$ cat config.mk
export PLATFORM = sky130hd
export DESIGN_NAME = fsk4_codeword_assembler
export DESIGN_NICKNAME = d
export VERILOG_FILES = /design/src/rtl/fsk4_codeword_assembler.sv
export SDC_FILE = /design/constraint.sdc
export NUM_CORES = 1
export LEC_CHECK = 0
export BUFFER_PORTS_ARGS = -buffer_cell sky130_fd_sc_hd__buf_4
export CAP_MARGIN = 20
export CORE_MARGIN = 4
export CORE_UTILIZATION = 30
export DETAILED_ROUTE_END_ITERATION = 7
export PLACE_DENSITY = 0.45
export SETUP_SLACK_MARGIN = 0.4
export SLEW_MARGIN = 20
export SYNTH_ARGS = -nofsm -noshare
export SYNTH_HDL_FRONTEND = slang
export SYNTH_SLANG_ARGS = --single-unit
$ cat constraint.sdc
create_clock -name clk -period 3.2 [get_ports clk]
set_input_delay 0.64 -clock clk [delete_from_list [all_inputs] [get_ports clk]]
set_output_delay 0.64 -clock clk [all_outputs]
set_load 0.02 [all_outputs]
$ cat src/rtl/fsk4_codeword_assembler.sv
// fsk4_codeword_assembler
// Framing stage after the 4-FSK demodulator. Hunts the 2-bit symbol stream
// for a 16-bit sync word, then packs the following symbols MSB-first into
// 16-bit codewords, each presented with a one-cycle cw_valid strobe. If the
// symbol stream stalls while a frame is being collected, the partial frame
// is dropped and the block goes back to hunting.
module fsk4_codeword_assembler #(
    parameter logic [15:0] SYNC_WORD   = 16'h1ACF,
    parameter int          NUM_CW      = 1,
    parameter int          TIMEOUT_CYC = 64
) (
    input  logic        clk,
    input  logic        rst,
    input  logic [1:0]  sym_in,
    input  logic        sym_valid,
    output logic [15:0] codeword,
    output logic        cw_valid,
    output logic        sync_found,
    output logic        timeout_err,
    output logic        busy
);

    typedef enum logic {
        HUNT    = 1'b0,
        COLLECT = 1'b1
    } state_t;

    localparam logic [7:0] TO_LAST = 8'(TIMEOUT_CYC - 1);
    localparam logic [3:0] CW_LAST = 4'(NUM_CW - 1);
    localparam logic [3:0] FILL_MAX = 4'd8;

    state_t      state_reg;
    // Only the seven most recent symbols need to be stored: the top symbol
    // of the 16-bit window is shifted out on the very cycle it would be
    // compared, so the full window is formed from these bits plus sym_in.
    logic [13:0] hunt_reg;
    logic [3:0]  fill_reg;
    logic [13:0] asm_reg;
    logic [2:0]  sym_cnt_reg;
    logic [3:0]  cw_cnt_reg;
    logic [7:0]  to_cnt_reg;
    logic [15:0] codeword_reg;
    logic        cw_valid_reg;
    logic        sync_found_reg;
    logic        timeout_err_reg;
    logic        busy_reg;

    logic [15:0] hunt_next;
    logic [3:0]  fill_next;
    logic [15:0] asm_next;
    logic        sync_hit;

    // Candidate window/fill values including the symbol offered this cycle.
    always_comb begin
        hunt_next = {hunt_reg, sym_in};
        asm_next  = {asm_reg, sym_in};
        fill_next = (fill_reg == FILL_MAX) ? FILL_MAX : fill_reg + 4'd1;
        sync_hit  = (fill_next >= FILL_MAX) && (hunt_next == SYNC_WORD);
    end

    // Hunt/collect state machine with all outputs registered.
    always_ff @(posedge clk or posedge rst) begin
        if (rst) begin
            state_reg       <= HUNT;
            hunt_reg        <= '0;
            fill_reg        <= '0;
            asm_reg         <= '0;
            sym_cnt_reg     <= '0;
            cw_cnt_reg      <= '0;
            to_cnt_reg      <= '0;
            codeword_reg    <= '0;
            cw_valid_reg    <= 1'b0;
            sync_found_reg  <= 1'b0;
            timeout_err_reg <= 1'b0;
            busy_reg        <= 1'b0;
        end else begin
            cw_valid_reg    <= 1'b0;
            sync_found_reg  <= 1'b0;
            timeout_err_reg <= 1'b0;
            case (state_reg)
                HUNT: begin
                    if (sym_valid) begin
                        if (sync_hit) begin
                            state_reg      <= COLLECT;
                            sync_found_reg <= 1'b1;
                            busy_reg       <= 1'b1;
                            sym_cnt_reg    <= '0;
                            cw_cnt_reg     <= '0;
                            to_cnt_reg     <= '0;
                            asm_reg        <= '0;
                            hunt_reg       <= '0;
                            fill_reg       <= '0;
                        end else begin
                            hunt_reg <= hunt_next[13:0];
                            fill_reg <= fill_next;
                        end
                    end
                end
                COLLECT: begin
                    if (sym_valid) begin
                        // A symbol on the timeout boundary cycle still wins.
                        to_cnt_reg <= '0;
                        if (sym_cnt_reg == 3'd7) begin
                            codeword_reg <= asm_next;
                            cw_valid_reg <= 1'b1;
                            sym_cnt_reg  <= '0;
                            asm_reg      <= '0;
                            if (cw_cnt_reg == CW_LAST) begin
                                // Frame complete: return to a clean hunt so
                                // frame data can never complete a sync.
                                state_reg  <= HUNT;
                                busy_reg   <= 1'b0;
                                cw_cnt_reg <= '0;
                                hunt_reg   <= '0;
                                fill_reg   <= '0;
                            end else begin
                                cw_cnt_reg <= cw_cnt_reg + 4'd1;
                            end
                        end else begin
                            asm_reg     <= asm_next[13:0];
                            sym_cnt_reg <= sym_cnt_reg + 3'd1;
                        end
                    end else if (to_cnt_reg == TO_LAST) begin
                        // Stream stalled: drop the partial frame silently.
                        timeout_err_reg <= 1'b1;
                        state_reg       <= HUNT;
                        busy_reg        <= 1'b0;
                        asm_reg         <= '0;
                        sym_cnt_reg     <= '0;
                        cw_cnt_reg      <= '0;
                        to_cnt_reg      <= '0;
                        hunt_reg        <= '0;
                        fill_reg        <= '0;
                    end else begin
                        to_cnt_reg <= to_cnt_reg + 8'd1;
                    end
                end
                default: state_reg <= HUNT;
            endcase
        end
    end

    assign codeword    = codeword_reg;
    assign cw_valid    = cw_valid_reg;
    assign sync_found  = sync_found_reg;
    assign timeout_err = timeout_err_reg;
    assign busy        = busy_reg;

endmodule

==> impl_metrics.toml <==
[run_status]
status = "finished clean"

[power_and_ir_drop]
p_sw_frac = 0.235
power_leakage_nw = 1.68
combPwrFrac = 0.073
pwr-share-seq = 0.507
p_clk_frac = 0.420
ir_worst_vdd_mv = 0.215
power.density_mw_per_mm2 = 529
internal_power_w = 0.00142
power.switching_w = 0.000437

[setup_path]
critPathMaxFanout = 17
setup.worst_path.start_class = "register"
required_ns = 3.42
cp.arrival_ns = 2.45
crit_chain = "ha_1 -> nand3_2 -> o21bai_2 -> clkinv_1 -> or2_1 -> mux2_2"
cp-end-kind = "register"
crit_path_max_incr_delay_ns = 0.47
critical_path_class = "reg2reg"
cp_slowest_cell = "or2_1"

[clocking]
cts_tree = "done"
cts-root-buf = "clkbuf_8"
clk_latency_ns = 0.34
cts_buffers = 9
path_clk_slew_ns = 0.07
cts.sinks = 68
postCtsHoldBufs = 0
cts_resized = 0
htreeDepth = 3
postCtsSetupRepairBufs = 0
cts_max_path_buffers = 2

[routing]
ant_nets = 0
wire_per_inst_um = 14.3
vias = 1998
drt-initial-drc-count = 71
first_pass_iters = 4
wl_um = 5980
vias_per_cell = 4.77
route.detailed.drc = 0

[timing]
worst_pin_slew_ns = 0.601
finalCritPeriodShare = 0.698
min_period_ns = 2.24
final-setup-viol-count = 0
final.setup_skew_ns = 0.00952
setup_tns_ns = 0
hold_viol = 0
fmaxAchievable_ghz = 0.447
maxSlewHeadroom = 0.599
rsz0062_at_grt = "false"
slew_violations = 0

[place]
placed_cell_area_sq_mm = 0.00329
io_buffer_count = 24
hpwl_um = 3950
routabilityCongestion = 0.684

[logic_synthesis]
ys_seq_elements = 68
yosysWarningCount = 0
avgSynthCellArea_sq_um = 11.6
synth.distinct_cells = 43
syn_area_sq_mm = 0.00296
synth_edf_count = 0
synth_seq_area_share = 0.575
synthFlopType = "dfrtp_1"
async_flop_share = 1.00
synth.net_count = 267
syn_inst = 255

[floorplanning]
start_util = 0.315
die_w_um = 107
rows = 35
core_sq_mm = 0.00942
die_y_um = 107
die_area_sq_mm = 0.0115
ioPinCount = 25

[global_routing]
grt_use_total = 0.114
grt_pass1_wl_um = 10300
grt_pass1_vias = 2024
grt_max_degree = 69
grt.overflow.total = 0
antenna_found_initial = 0

[layout]
drive_gt1_frac = 0.248
fin_nets = 297
n_antenna_cell = 0
largest_reg_flops = 16
area_growth_pct = 18.6
stdcell_area_sq_mm = 0.00351
fillers = 964

[worst_hold_path]
hold_class = "in2async"

[flow_run]
maxCapViolCount = 0
==> power by group through the flow <==
stage          clock network (W)  registers [W]  logic [W]
2_1_floorplan                  0       0.000950   0.000109
3_5_place_dp                   0       0.000960   0.000142
3_3_place_gp                   0       0.000960   0.000139
6_report                0.000781       0.000943   0.000136
5_1_grt                 0.000849       0.000951   0.000160
4_1_cts                 0.000816       0.000943   0.000141
==> cells in the final DEF, fill, tap and decap left out, types with 2 or more instances in the layout <==
cell	instances
o21ai_0	26
nor2_1	10
a22o_1	17
dfrtp_1	68
inv_1	6
bufinv_16	2
and3_1	2
ha_1	7
nand2_1	40
clkbuf_1	2
mux2_2	17
a21oi_1	3
buf_4	28
o41ai_1	2
nand2b_1	3
nand3_1	5
nand4b_1	2
a32o_1	2
a21o_1	4
clkbuf_8	10
a31o_2	4
or2_1	2
nand4bb_1	4
==> stage by stage <==
stage / util / std cells / setup WS [ns] / total power (W) / hold WS, ns
final: 0.373 / 419 / 0.965 / 0.00186 / 0.376
after global routing: 0.373 / 419 / 0.751 / 0.00196 / 0.387
after CTS: 0.373 / 419 / 0.967 / 0.00190 / 0.384
after detailed placement: 0.350 / 403 / 0.736 / 0.00110 / 0.467
after global placement: 0.350 / 403 / 0.777 / 0.00110 / 0.461
after floorplan: - / 255 / 0.848 / 0.00106 / 0.439
==> metal layers <==
| layer | wire (um) | up-vias | global-route usage |
|---|---|---|---|
| met1 | 2810 | 991 | 0.151 |
| met2 | 2840 | 31 | 0.179 |
| li1 | - | 972 | - |
| met5 | 0 | - | 0 |
| met3 | 253 | 4 | 0.0372 |
| met4 | 65 | 0 | 0.0352 |
==> critical path, delay by kind of cell (launching register included) <==
family / cells / cell delay [ns]
buf+inv: 1 / 0.13
fa+ha+maj: 1 / 0.21
simple gates: 2 / 0.65
compound gates: 1 / 0.38
mux: 1 / 0.36
flops: 1 / 0.39
==> final cells by class <==
class,instances,area (sq um),share of cell area
clock buffer,12,145,0.0413
clock inverter,4,72.6,0.0207
inverter,8,30.0,0.00855
multi-input combinational,169,1170,0.333
sequential,68,1700,0.485
tap,129,161,0.0460
timing repair buffer,29,230,0.0656
==> cells in the mapped netlist (3+ instances only) <==
cell type,number,area (sq um)
a21o_1,4,30.0
nand4bb_1,4,45.0
a21oi_1,3,15.0
ha_1,7,87.6
nand3_1,5,25.0
a31o_2,4,35.0
clkbuf_1,6,22.5
inv_1,7,26.3
nand2_1,40,150
mux2_2,17,191
o21ai_0,26,130
nand2b_1,3,18.8
dfrtp_1,68,1700
a22o_1,17,149
nor2_1,10,37.5
==> path summary, 6_finish.rpt <==
check | start | end | slack [ns] | depth (start not counted)
setup reg to reg | to_cnt_reg[0] | sym_cnt_reg[0] | 0.96 | 6
hold reg to reg | hunt_reg[12] | hunt_reg[12] | 0.48 | 2
hold / removal | rst | cw_valid | 0.38 | 3
max in group asynchronous | rst | to_cnt_reg[1] | 2.53 | 3
min in group clk | hunt_reg[12] | hunt_reg[12] | 0.48 | 2
setup / recovery | to_cnt_reg[0] | sym_cnt_reg[0] | 0.96 | 6
==> cells by family after synthesis <==
family,Yosys count,synth area share
AND/OR/NAND/NOR,75,0.131
AO/OA/AOI/OAI,67,0.159
multiplexers,17,0.0646
buffers and inverters,18,0.0300
adder cells (fa/ha/maj),7,0.0296
XOR/XNOR,3,0.0114
flip-flops,68,0.575
(Power assumes the default switching activity.)
